### src/rtl/md5_pkg.sv
// +------------------------------------------------------------------------+
// | Package : md5_pkg                                                      |
// | Purpose : Shared constants for the MD5 pipeline controller: pipeline   |
// |           depth, controller state encodings, MD5 chaining IVs.         |
// | Rev     : 1.0  initial release                                         |
// +------------------------------------------------------------------------+
`default_nettype none

package md5_pkg;

  // Enabled cycles from mesg capture to a valid digest at md5core outputs.
  localparam int MD5_PIPE_DEPTH = 65;

  // Controller state encodings.
  localparam logic [1:0] ST_IDLE  = 2'd0;
  localparam logic [1:0] ST_RUN   = 2'd1;
  localparam logic [1:0] ST_DRAIN = 2'd2;
  localparam logic [1:0] ST_HOLD  = 2'd3;

  // MD5 initial chaining values.
  localparam logic [31:0] MD5_A0 = 32'h67452301;
  localparam logic [31:0] MD5_B0 = 32'hefcdab89;
  localparam logic [31:0] MD5_C0 = 32'h98badcfe;
  localparam logic [31:0] MD5_D0 = 32'h10325476;

endpackage

`default_nettype wire

### src/rtl/md5_token_pipe.sv
// +------------------------------------------------------------------------+
// | Module  : md5_token_pipe                                               |
// | Purpose : DEPTH-stage enabled shift register of {valid, tag} tokens    |
// |           that tracks md5core stage occupancy, with a tail-clear used  |
// |           when a held hit is consumed.                                 |
// | Ports   : clk, reset (sync, active-high), en (advance one place),     |
// |           clr_tail (drop tail valid), in_valid/in_tag (slot 0 data),   |
// |           tail_valid/tail_tag (token at stage DEPTH-1).                |
// | Rev     : 1.0  initial release                                         |
// +------------------------------------------------------------------------+
`default_nettype none

module md5_token_pipe #(
  parameter int DEPTH = 65,
  parameter int TAG_W = 32
) (
  input  logic             clk,
  input  logic             reset,
  input  logic             en,
  input  logic             clr_tail,
  input  logic             in_valid,
  input  logic [TAG_W-1:0] in_tag,
  output logic             tail_valid,
  output logic [TAG_W-1:0] tail_tag
);

  logic [DEPTH-1:0]       valid_q;
  logic [DEPTH*TAG_W-1:0] tags_q;

  // Tags shift unconditionally with en; only the valid bits carry meaning.
  always_ff @(posedge clk) begin
    if (reset) begin
      valid_q <= '0;
      tags_q  <= '0;
    end else if (en) begin
      valid_q <= {valid_q[DEPTH-2:0], in_valid};
      tags_q  <= {tags_q[(DEPTH-1)*TAG_W-1:0], in_tag};
    end else if (clr_tail) begin
      valid_q[DEPTH-1] <= 1'b0;
    end
  end

  assign tail_valid = valid_q[DEPTH-1];
  assign tail_tag   = tags_q[DEPTH*TAG_W-1 -: TAG_W];

endmodule

`default_nettype wire

### src/rtl/md5_pipe_ctrl.sv
// +------------------------------------------------------------------------+
// | Module  : md5_pipe_ctrl                                                |
// | Purpose : Feeds candidate blocks into the md5core pipeline, tracks a   |
// |           valid/tag token per stage, compares retiring digests with a  |
// |           loaded target and holds the pipeline while a hit is pending. |
// | Ports   : start/target/flush control; in_valid/in_ready/in_mesg/in_tag |
// |           candidate input; core_en/core_mesg/core_a..d md5core side;   |
// |           match_valid/match_ready/match_tag hit output; busy, done,    |
// |           pipe_count status.                                           |
// | Config  : MD5_CTRL_STATS_EN adds hash_count[47:0] (retired tokens,     |
// |           cleared on start, saturating).                               |
// | Rev     : 1.0  initial release                                         |
// +------------------------------------------------------------------------+
`default_nettype none

module md5_pipe_ctrl
  import md5_pkg::*;
#(
  parameter int  PIPE_DEPTH = MD5_PIPE_DEPTH,
  parameter int  TAG_W      = 32,
  localparam int CNT_W      = $clog2(PIPE_DEPTH + 1)
) (
  input  logic             clk,
  input  logic             reset,
  input  logic             start,
  input  logic [127:0]     target,
  input  logic             flush,
  input  logic             in_valid,
  output logic             in_ready,
  input  logic [511:0]     in_mesg,
  input  logic [TAG_W-1:0] in_tag,
  output logic             core_en,
  output logic [511:0]     core_mesg,
  input  logic [31:0]      core_a,
  input  logic [31:0]      core_b,
  input  logic [31:0]      core_c,
  input  logic [31:0]      core_d,
  output logic             match_valid,
  input  logic             match_ready,
  output logic [TAG_W-1:0] match_tag,
  output logic             busy,
  output logic             done,
  output logic [CNT_W-1:0] pipe_count
`ifdef MD5_CTRL_STATS_EN
  ,
  output logic [47:0]      hash_count
`endif
);

  logic [1:0]       state_q, state_d;
  logic             ret_drain_q, ret_drain_d;
  logic [127:0]     target_q;
  logic [CNT_W-1:0] pipe_count_q, pipe_count_d;

  logic             tail_valid;
  logic [TAG_W-1:0] tail_tag;
  logic             hit, ready, accept, advance, retire, consume, active;

  // Hit is evaluated on the tail token; while it is asserted md5core is frozen,
  // so the same digest stays on core_a..d until the hit is consumed.
  assign hit     = tail_valid && ({core_a, core_b, core_c, core_d} == target_q);
  assign active  = (state_q == ST_RUN) || (state_q == ST_DRAIN);
  assign ready   = (state_q == ST_RUN) && !hit && !flush;
  assign accept  = in_valid && ready;
  // Bubbles are only clocked in while something is in flight.
  assign advance = active && !hit && (accept || (pipe_count_q != '0));
  assign retire  = advance && tail_valid;
  assign consume = (state_q == ST_HOLD) && match_ready;

  md5_token_pipe #(
    .DEPTH (PIPE_DEPTH),
    .TAG_W (TAG_W)
  ) u_tokens (
    .clk        (clk),
    .reset      (reset),
    .en         (advance),
    .clr_tail   (consume),
    .in_valid   (accept),
    .in_tag     (in_tag),
    .tail_valid (tail_valid),
    .tail_tag   (tail_tag)
  );

  // State register and datapath registers
  always_ff @(posedge clk) begin
    if (reset) begin
      state_q      <= ST_IDLE;
      ret_drain_q  <= 1'b0;
      target_q     <= '0;
      pipe_count_q <= '0;
    end else begin
      state_q      <= state_d;
      ret_drain_q  <= ret_drain_d;
      pipe_count_q <= pipe_count_d;
      if ((state_q == ST_IDLE) && start) target_q <= target;
    end
  end

  // Next-state logic
  always_comb begin
    state_d     = state_q;
    ret_drain_d = ret_drain_q;
    case (state_q)
      ST_IDLE: begin
        ret_drain_d = 1'b0;
        if (start) state_d = ST_RUN;
      end
      ST_RUN: begin
        // A flush coinciding with a hit is remembered for the HOLD exit.
        if (hit) begin
          state_d     = ST_HOLD;
          ret_drain_d = flush;
        end else if (flush) begin
          state_d = ST_DRAIN;
        end
      end
      ST_DRAIN: begin
        if (hit) begin
          state_d     = ST_HOLD;
          ret_drain_d = 1'b1;
        end else if (pipe_count_q == '0) begin
          state_d = ST_IDLE;
        end
      end
      default: begin
        if (flush) ret_drain_d = 1'b1;
        if (match_ready) state_d = (ret_drain_q || flush) ? ST_DRAIN : ST_RUN;
      end
    endcase
  end

  // In-flight count; accept and retire/consume in one cycle cancel out.
  always_comb begin
    pipe_count_d = pipe_count_q;
    if (accept && !(retire || consume))
      pipe_count_d = pipe_count_q + CNT_W'(1);
    else if (!accept && (retire || consume))
      pipe_count_d = pipe_count_q - CNT_W'(1);
  end

  // Output logic
  always_comb begin
    in_ready    = ready;
    core_en     = advance;
    core_mesg   = accept ? in_mesg : '0;
    match_valid = (state_q == ST_HOLD);
    match_tag   = (state_q == ST_HOLD) ? tail_tag : '0;
    busy        = (state_q != ST_IDLE);
    done        = (state_q == ST_DRAIN) && (pipe_count_q == '0) && !hit;
    pipe_count  = pipe_count_q;
  end

`ifdef MD5_CTRL_STATS_EN
  logic [47:0] hash_count_q;

  always_ff @(posedge clk) begin
    if (reset) begin
      hash_count_q <= '0;
    end else if ((state_q == ST_IDLE) && start) begin
      hash_count_q <= '0;
    end else if ((retire || consume) && !(&hash_count_q)) begin
      hash_count_q <= hash_count_q + 48'd1;
    end
  end

  assign hash_count = hash_count_q;
`endif

endmodule

`default_nettype wire
### config.mk
export PLATFORM = sky130hd
export DESIGN_NAME = md5_pipe_ctrl
export DESIGN_NICKNAME = d
export VERILOG_FILES = /design/src/rtl/md5_pkg.sv /design/src/rtl/md5_token_pipe.sv /design/src/rtl/md5_pipe_ctrl.sv
export SDC_FILE = /design/constraint.sdc
export NUM_CORES = 2
export LEC_CHECK = 0
export ABC_AREA = 1
export BUFFER_PORTS_ARGS = -buffer_cell sky130_fd_sc_hd__buf_2
export CORE_AREA = 5 5 531 533
export DETAILED_ROUTE_END_ITERATION = 10
export DIE_AREA = 0 0 536 538
export GPL_ROUTABILITY_DRIVEN = 0
export PLACE_DENSITY_LB_ADDON = 0.08
export SYNTH_ARGS = -nofsm -noshare
export SYNTH_HDL_FRONTEND = slang
export SYNTH_SLANG_ARGS = --single-unit
### constraint.sdc
create_clock -name clk -period 4.46 [get_ports clk]
set_input_delay 0.892 -clock clk [delete_from_list [all_inputs] [get_ports clk]]
set_output_delay 0.892 -clock clk [all_outputs]
set_load 0.05 [all_outputs]
# Word level (Yosys, flattened, before mapping)

Index checks and enable logic that the tools add are counted.

Input bits: 806
Flip-flop bits (word level): 2283
Output and inout port bits: 556
Word-level logic and storage cells: 67

$add $sub $neg: 2
Equality and inequality tests: 9
Multiplexer cells: 18
Reduce and logical (&&, ||, !) cells: 31

Operators by type and width:

| operator            | count |
|---|---|
| $mux 512            | 1 |
| $eq 128x128->1      | 1 |
| $mux 32             | 1 |
| $mux 2              | 7 |
| $mux 7              | 2 |
| $logic_and 1x1->1   | 13 |
| $reduce_bool 4->1   | 2 |
| $add 7x1->7 const B | 1 |
| $logic_not 7->1     | 1 |
| $reduce_bool 7->1   | 1 |
| $sub 7x1->7 const B | 1 |
| $ne 2x2->1 const B  | 3 |
| $pmux 2 s3          | 1 |
| $reduce_bool 2->1   | 3 |
| $mux 1              | 5 |
| $eq 2x2->1 const B  | 2 |
| $logic_not 1->1     | 4 |
| $logic_or 1x1->1    | 4 |
| $reduce_and 4->1    | 1 |
| $ne 3x2->1 const B  | 1 |
| $ne 3x3->1 const B  | 1 |
| $pmux 1 s3          | 1 |
| $reduce_and 3->1    | 1 |
| $eq 2x1->1 const B  | 1 |
| $logic_not 2->1     | 1 |

# Longest topological paths before layout

Depth after elaboration: 13
Depth in mapped cells: 30
Gate-level depth less buffers: 29

# Hierarchy

Synthesis repeated with hierarchy kept, for this count alone.

Cell total of the unflattened synthesis: 11947
Area total of the unflattened synthesis: 86090.1 sq um

By module, submodules not included:

| module         | seq. area each (sq um) | area each (sq um) | instances | cells each |
|---|---|---|---|---|
| md5_token_pipe | 42941.2                | 73127.6           | 1         | 9332 |
| md5_pipe_ctrl  | 2762.6                 | 12962.4           | 1         | 2615 |

# Worst setup path before layout

Ideal clock, no wire load.

Path type: input port to flip-flop
From: in core_b[11]
To: reg pipe_count_q[5] (netlist: pipe_count[5])
Buffers on the path: 1
Setup time: 0.117 ns
Slack: 0.645 ns
Data arrival time: 3.697 ns
Required time: 4.343 ns
Stages on the path: 27
Cells stage by stage: inv_1 -> nor2_1 -> nor3_1 -> nand3b_1 -> nor2_1 -> nand2_1 -> nor2_1 -> nand3_2 -> nand3_1 -> buf_4 -> nand2_2 -> nand2_1 -> nor2_1 -> a21oi_1 -> ha_1 -> inv_1 -> ha_1 -> nand2_1 -> nor2_1 -> a211oi_1 -> nor2_1 -> o21ai_0 -> nand2_1 -> nand2_1 -> nand2_1 -> o221ai_1 -> inv_1

Word-level cells in the longest chain between the ends: 13
Elaborated cells on any way between the ends: 17
Those cells by class: eq/ne (1); mux (1); reduce/logical (15)

Ends and longest elaborated chain:

| element                                     | RTL line                                   | RTL |
|---|---|---|
| start, declared                             | md5_pipe_ctrl.sv:35                        | `input logic [31:0] core_b,` |
| $eq 128x128->1 (*)                          | md5_pipe_ctrl.sv:61                        | `assign hit = tail_valid && ({core_a, core_b, core_c, core_d} == target_q);` |
| $logic_and 1x1->1 (*)                       | md5_pipe_ctrl.sv:61                        |  |
| $logic_not 1->1 (*)                         | md5_pipe_ctrl.sv:63, md5_pipe_ctrl.sv:66   |  |
| $logic_and 1x1->1 (2 in a row)              | md5_pipe_ctrl.sv:63                        | `assign ready = (state_q == ST_RUN) && !hit && !flush;` |
| $logic_and 1x1->1                           | md5_pipe_ctrl.sv:64                        | `assign accept = in_valid && ready;` |
| $logic_or 1x1->1                            | md5_pipe_ctrl.sv:66                        | `assign advance = active && !hit && (accept \|\| (pipe_count_q != '0));` |
| $logic_and 1x1->1                           | md5_pipe_ctrl.sv:66                        |  |
| $logic_and 1x1->1                           | md5_pipe_ctrl.sv:67                        | `assign retire = advance && tail_valid;` |
| $logic_or 1x1->1                            | md5_pipe_ctrl.sv:135, md5_pipe_ctrl.sv:137 |  |
| $logic_not 1->1                             | md5_pipe_ctrl.sv:135                       | `if (accept && !(retire \|\| consume))` |
| $logic_and 1x1->1                           | md5_pipe_ctrl.sv:135                       |  |
| $mux 7 or $reduce_bool 2->1 (tied branches) | --                                         |  |
| end signal, assigned                        | md5_pipe_ctrl.sv:94                        | `pipe_count_q <= pipe_count_d;` |
| end, declared                               | md5_pipe_ctrl.sv:53                        | `logic [CNT_W-1:0] pipe_count_q, pipe_count_d;` |

Every way passes the cells marked *; elsewhere a longest branch is shown, timed or not.
A chain may end at the register's enable or synchronous reset.

# Worst setup path after layout

From: reg target_q[12]
To: out core_mesg[236]

Word-level cells in the longest chain between the ends: 7

Ends and longest elaborated chain:

| element                        | RTL line             | RTL |
|---|---|---|
| start, declared                | md5_pipe_ctrl.sv:52  | `logic [127:0] target_q;` |
| start signal, assigned         | md5_pipe_ctrl.sv:95  | `if ((state_q == ST_IDLE) && start) target_q <= target;` |
| $eq 128x128->1                 | md5_pipe_ctrl.sv:61  |  |
| $logic_and 1x1->1              | md5_pipe_ctrl.sv:61  |  |
| $logic_not 1->1                | md5_pipe_ctrl.sv:63  |  |
| $logic_and 1x1->1 (2 in a row) | md5_pipe_ctrl.sv:63  |  |
| $logic_and 1x1->1              | md5_pipe_ctrl.sv:64  |  |
| $mux 512                       | md5_pipe_ctrl.sv:145 | `core_mesg = accept ? in_mesg : '0;` |
| end, declared                  | md5_pipe_ctrl.sv:33  | `output logic [511:0] core_mesg,` |

No other way between the ends.

==> flow_summary.json <==
{
  "relSlewSlack_pct": -8.916,
  "ys_warn_count": 0,
  "numPortBuffers": 1361,
  "synth_top_area_cell": "dfxtp_1",
  "clock-sinks": 2283,
  "grt_pass1_vias": 83720,
  "instances_no_fill": 19010,
  "start_kind": "register",
  "ys_top_cells_by_count": "nor2_1 (5,020), nand2_1 (2,531), dfxtp_1 (2,283)",
  "min_period_ps": 4485,
  "cts_buffers": 277,
  "worst-slew-pin-transition_ps": 1623,
  "arrival_ps": 3590,
  "status": "finished, violations left",
  "dieHeight_um": 538,
  "p_leak_nw": 53.76,
  "critPathKind": "reg -> out",
  "num_vias": 93380,
  "slew_viol_final": 15,
  "crit_end": "core_mesg[236]",
  "hold_viol_final": 0,
  "whs_ps": 272.2,
  "grt_max_degree": 198,
  "p_seq_share_pct": 34.3,
  "area_growth_pct": 18.91,
  "postCtsHoldBufs": 0,
  "fin_nets": 15880,
  "antenna_found_initial": 184,
  "synthesis.nets": 15040,
  "comb_power_share_pct": 44.1,
  "dpl.cell_count": 18480,
  "power_density_nw_per_um2": 835.8,
  "drc": 0,
  "switching_share_pct": 41.81,
  "wire_per_inst_um": 22.29,
  "clockBufferDepth": 4,
  "violations": "max-capacitance violations, max-slew violations, negative setup slack",
  "r2r_start": "target_q[48]",
  "num_io_pins": 1362,
  "drt_wl_total_um": 423600,
  "synth_enable_flop_cells": 0,
  "seq_area_frac_synth_pct": 45.62,
  "grt.overflow.total": 0,
  "r2r-end": "pipe_count[5]",
  "synth.most_common_cell": "nor2_1",
  "avgViaCountPerCell": 4.913,
  "drive_gt1_share_pct": 13.40,
  "syn_inst": 14220,
  "htreeDepth": 5,
  "core_um2": 276000,
  "p_sw_mw": 41.63,
  "finClkSkew_ps": 95.77,
  "rsz0062_at_grt": "true",
  "clock_latency_ps": 950,
  "ant_nets": 0,
  "clk_pin_slew_ps": 60,
  "synthFlopType": "dfxtp_1",
  "grt_usage_pct": 27.86,
  "detail_route.first_pass.iterations": 7,
  "cts_tree": "yes",
  "ff2ff_path_depth": 26,
  "path_max_fanout": 18,
  "syn_avg_cell_area_um2": 7.047,
  "timing.fmax_mhz": 223.0,
  "ys_async_sr_fraction_pct": 0,
  "fp.dieW_um": 536,
  "drt_iter0_markers": 9728,
  "report.final.setup_viol": 1,
  "hold_class": "in -> reg",
  "yosysUniqueCellTypes": 32,
  "dpl_cell_area_um2": 109600,
  "rows": 193,
  "synth_top_area_share_pct": 45.62,
  "netlist_area_um2": 100200,
  "setup_ws_ps": -25.14,
  "p_int_mw": 57.94,
  "finalCritPeriodShare_pct": 100.6,
  "clock_power_share_pct": 21.6,
  "cp-end-kind": "output port",
  "critPathRequiredTime_ps": 3570,
  "initial_utilization_pct": 36.30,
  "startpoint": "target_q[12]",
  "vdd_drop_max_uv": 1548,
  "dp_hpwl_um": 310200,
  "ys_ff_latch": 2283,
  "cap_viol_max_count": 8,
  "grt_pass1_wl_um": 593300,
  "cts_root_buf": "clkbuf_16",
  "fin_area_um2": 119100,
  "r2r_slack_ps": 400,
  "dieArea_um2": 288400,
  "netlist_top_cells_area": "dfxtp_1 (46%), nor2_1 (19%), nand3b_1 (16%)"
}
## layout by cell type (no fill, tap or decap), drive strengths merged
cell type  count
a211oi         1
a21oi        108
and2           6
buf         1614
bufbuf         1
bufinv         4
clkbuf       418
clkinv        37
clkinvlp       3
dfxtp       2283
diode         62
fa             1
ha            11
inv          776
nand2       2532
nand3         19
nand3b      2150
nand4         28
nor2        5022
nor3           9
nor3b          1
nor4           2
o21ai        165
o21bai         1
o221ai         1
or2            3
xnor2         32
xor2          13
## sequential cells by signal (all words and copies together), names as in the netlist
| signal | cells |
|---|---|
| u_tokens.tags_q | 2080 |
| target_q | 128 |
| u_tokens.valid_q | 65 |
| pipe_count | 7 |
| state_q | 2 |
| ret_drain_q | 1 |
## worst min-delay path by stage
stage / to / slack, ps / cells past startpoint / from
final: u_tokens.tags_q[23] / 270 / 4 / in_tag[23]
after detailed placement: target_q[71] / 460 / 2 / target_q[71]
after CTS: u_tokens.tags_q[23] / 190 / 4 / in_tag[23]
after floorplan: u_tokens.valid_q[0] / 440 / 2 / u_tokens.valid_q[0]
after global routing: u_tokens.tags_q[23] / 250 / 4 / in_tag[23]
after global placement: u_tokens.tags_q[1375] / 450 / 2 / u_tokens.tags_q[1375]
## through the flow
stage / power, mW / TNS, ps / utilization (%) / worst slack [ps]
finish: 99.57 / -25.14 / 43.16 / -25.14
global route: 107.7 / -1698 / 43.13 / -35.79
CTS: 100.2 / 0 / 42.93 / 4.017
detailed placement: 78.10 / -228.5 / 39.71 / -132.1
global placement: 77.88 / -262.9 / 39.71 / -163.0
floorplan: 68.23 / 0 / - / 645.5
## kinds of logic after synthesis
kind of cell             share of synthesized area [%]
XOR/XNOR                                        0.3934
AO/OA/AOI/OAI                                    1.387
AND/OR/NAND/NOR                                  44.81
flip-flops                                       45.62
buffers and inverters                            7.630
adder cells (fa/ha/maj)                         0.1574
## critical path, cell delays in order (launching register included)
cell and delay (ps):
dfxtp_1 540, xor2_2 350, nor2_1 70, nand3b_1 110
nor2_1 50, nand3_1 110, nor2_4 70, nand3_4 100
nand3_4 90, buf_12 180, buf_16 190, buf_8 180
nor2_1 280, buf_2 350
## layout make-up
cell class	instances	area, µm²
Antenna cell	62	155.1
Clock buffer	409	8094
Clock inverter	47	395.4
Fill cell	29670	156900
Inverter	773	2917
Multi-Input combinational cell	10110	46940
Sequential cell	2283	45720
Tap cell	3705	4636
Timing Repair Buffer	1624	10280
## metal layers
layer / GRT usage, % / vias to the layer above / wire length (µm)
met2: 39.25 / 3000 / 170600
met3: 10.64 / 637 / 44720
met4: 8.148 / 52 / 12730
met1: 39.20 / 44060 / 194900
met5: 0.3783 / - / 690
li1: - / 45620 / -
## power by group through the flow
stage / logic [mW] / registers, mW / clock network (mW)
5_1_grt: 49.5 / 35.2 / 23.0
4_1_cts: 43.9 / 34.1 / 22.2
3_3_place_gp: 43.6 / 34.3 / 0
6_report: 43.9 / 34.1 / 21.5
3_5_place_dp: 43.7 / 34.4 / 0
2_1_floorplan: 35.1 / 33.1 / 0
## timing repair
item	4_1_cts	5_1_grt
resized for setup	69	206
endpoints found under the setup margin	495	495
setup buffers	0	4
pin swaps	0	0
gates cloned	7	3
hold endpoints to repair	0	0
No activity file was read; power rests on OpenSTA's default activity.
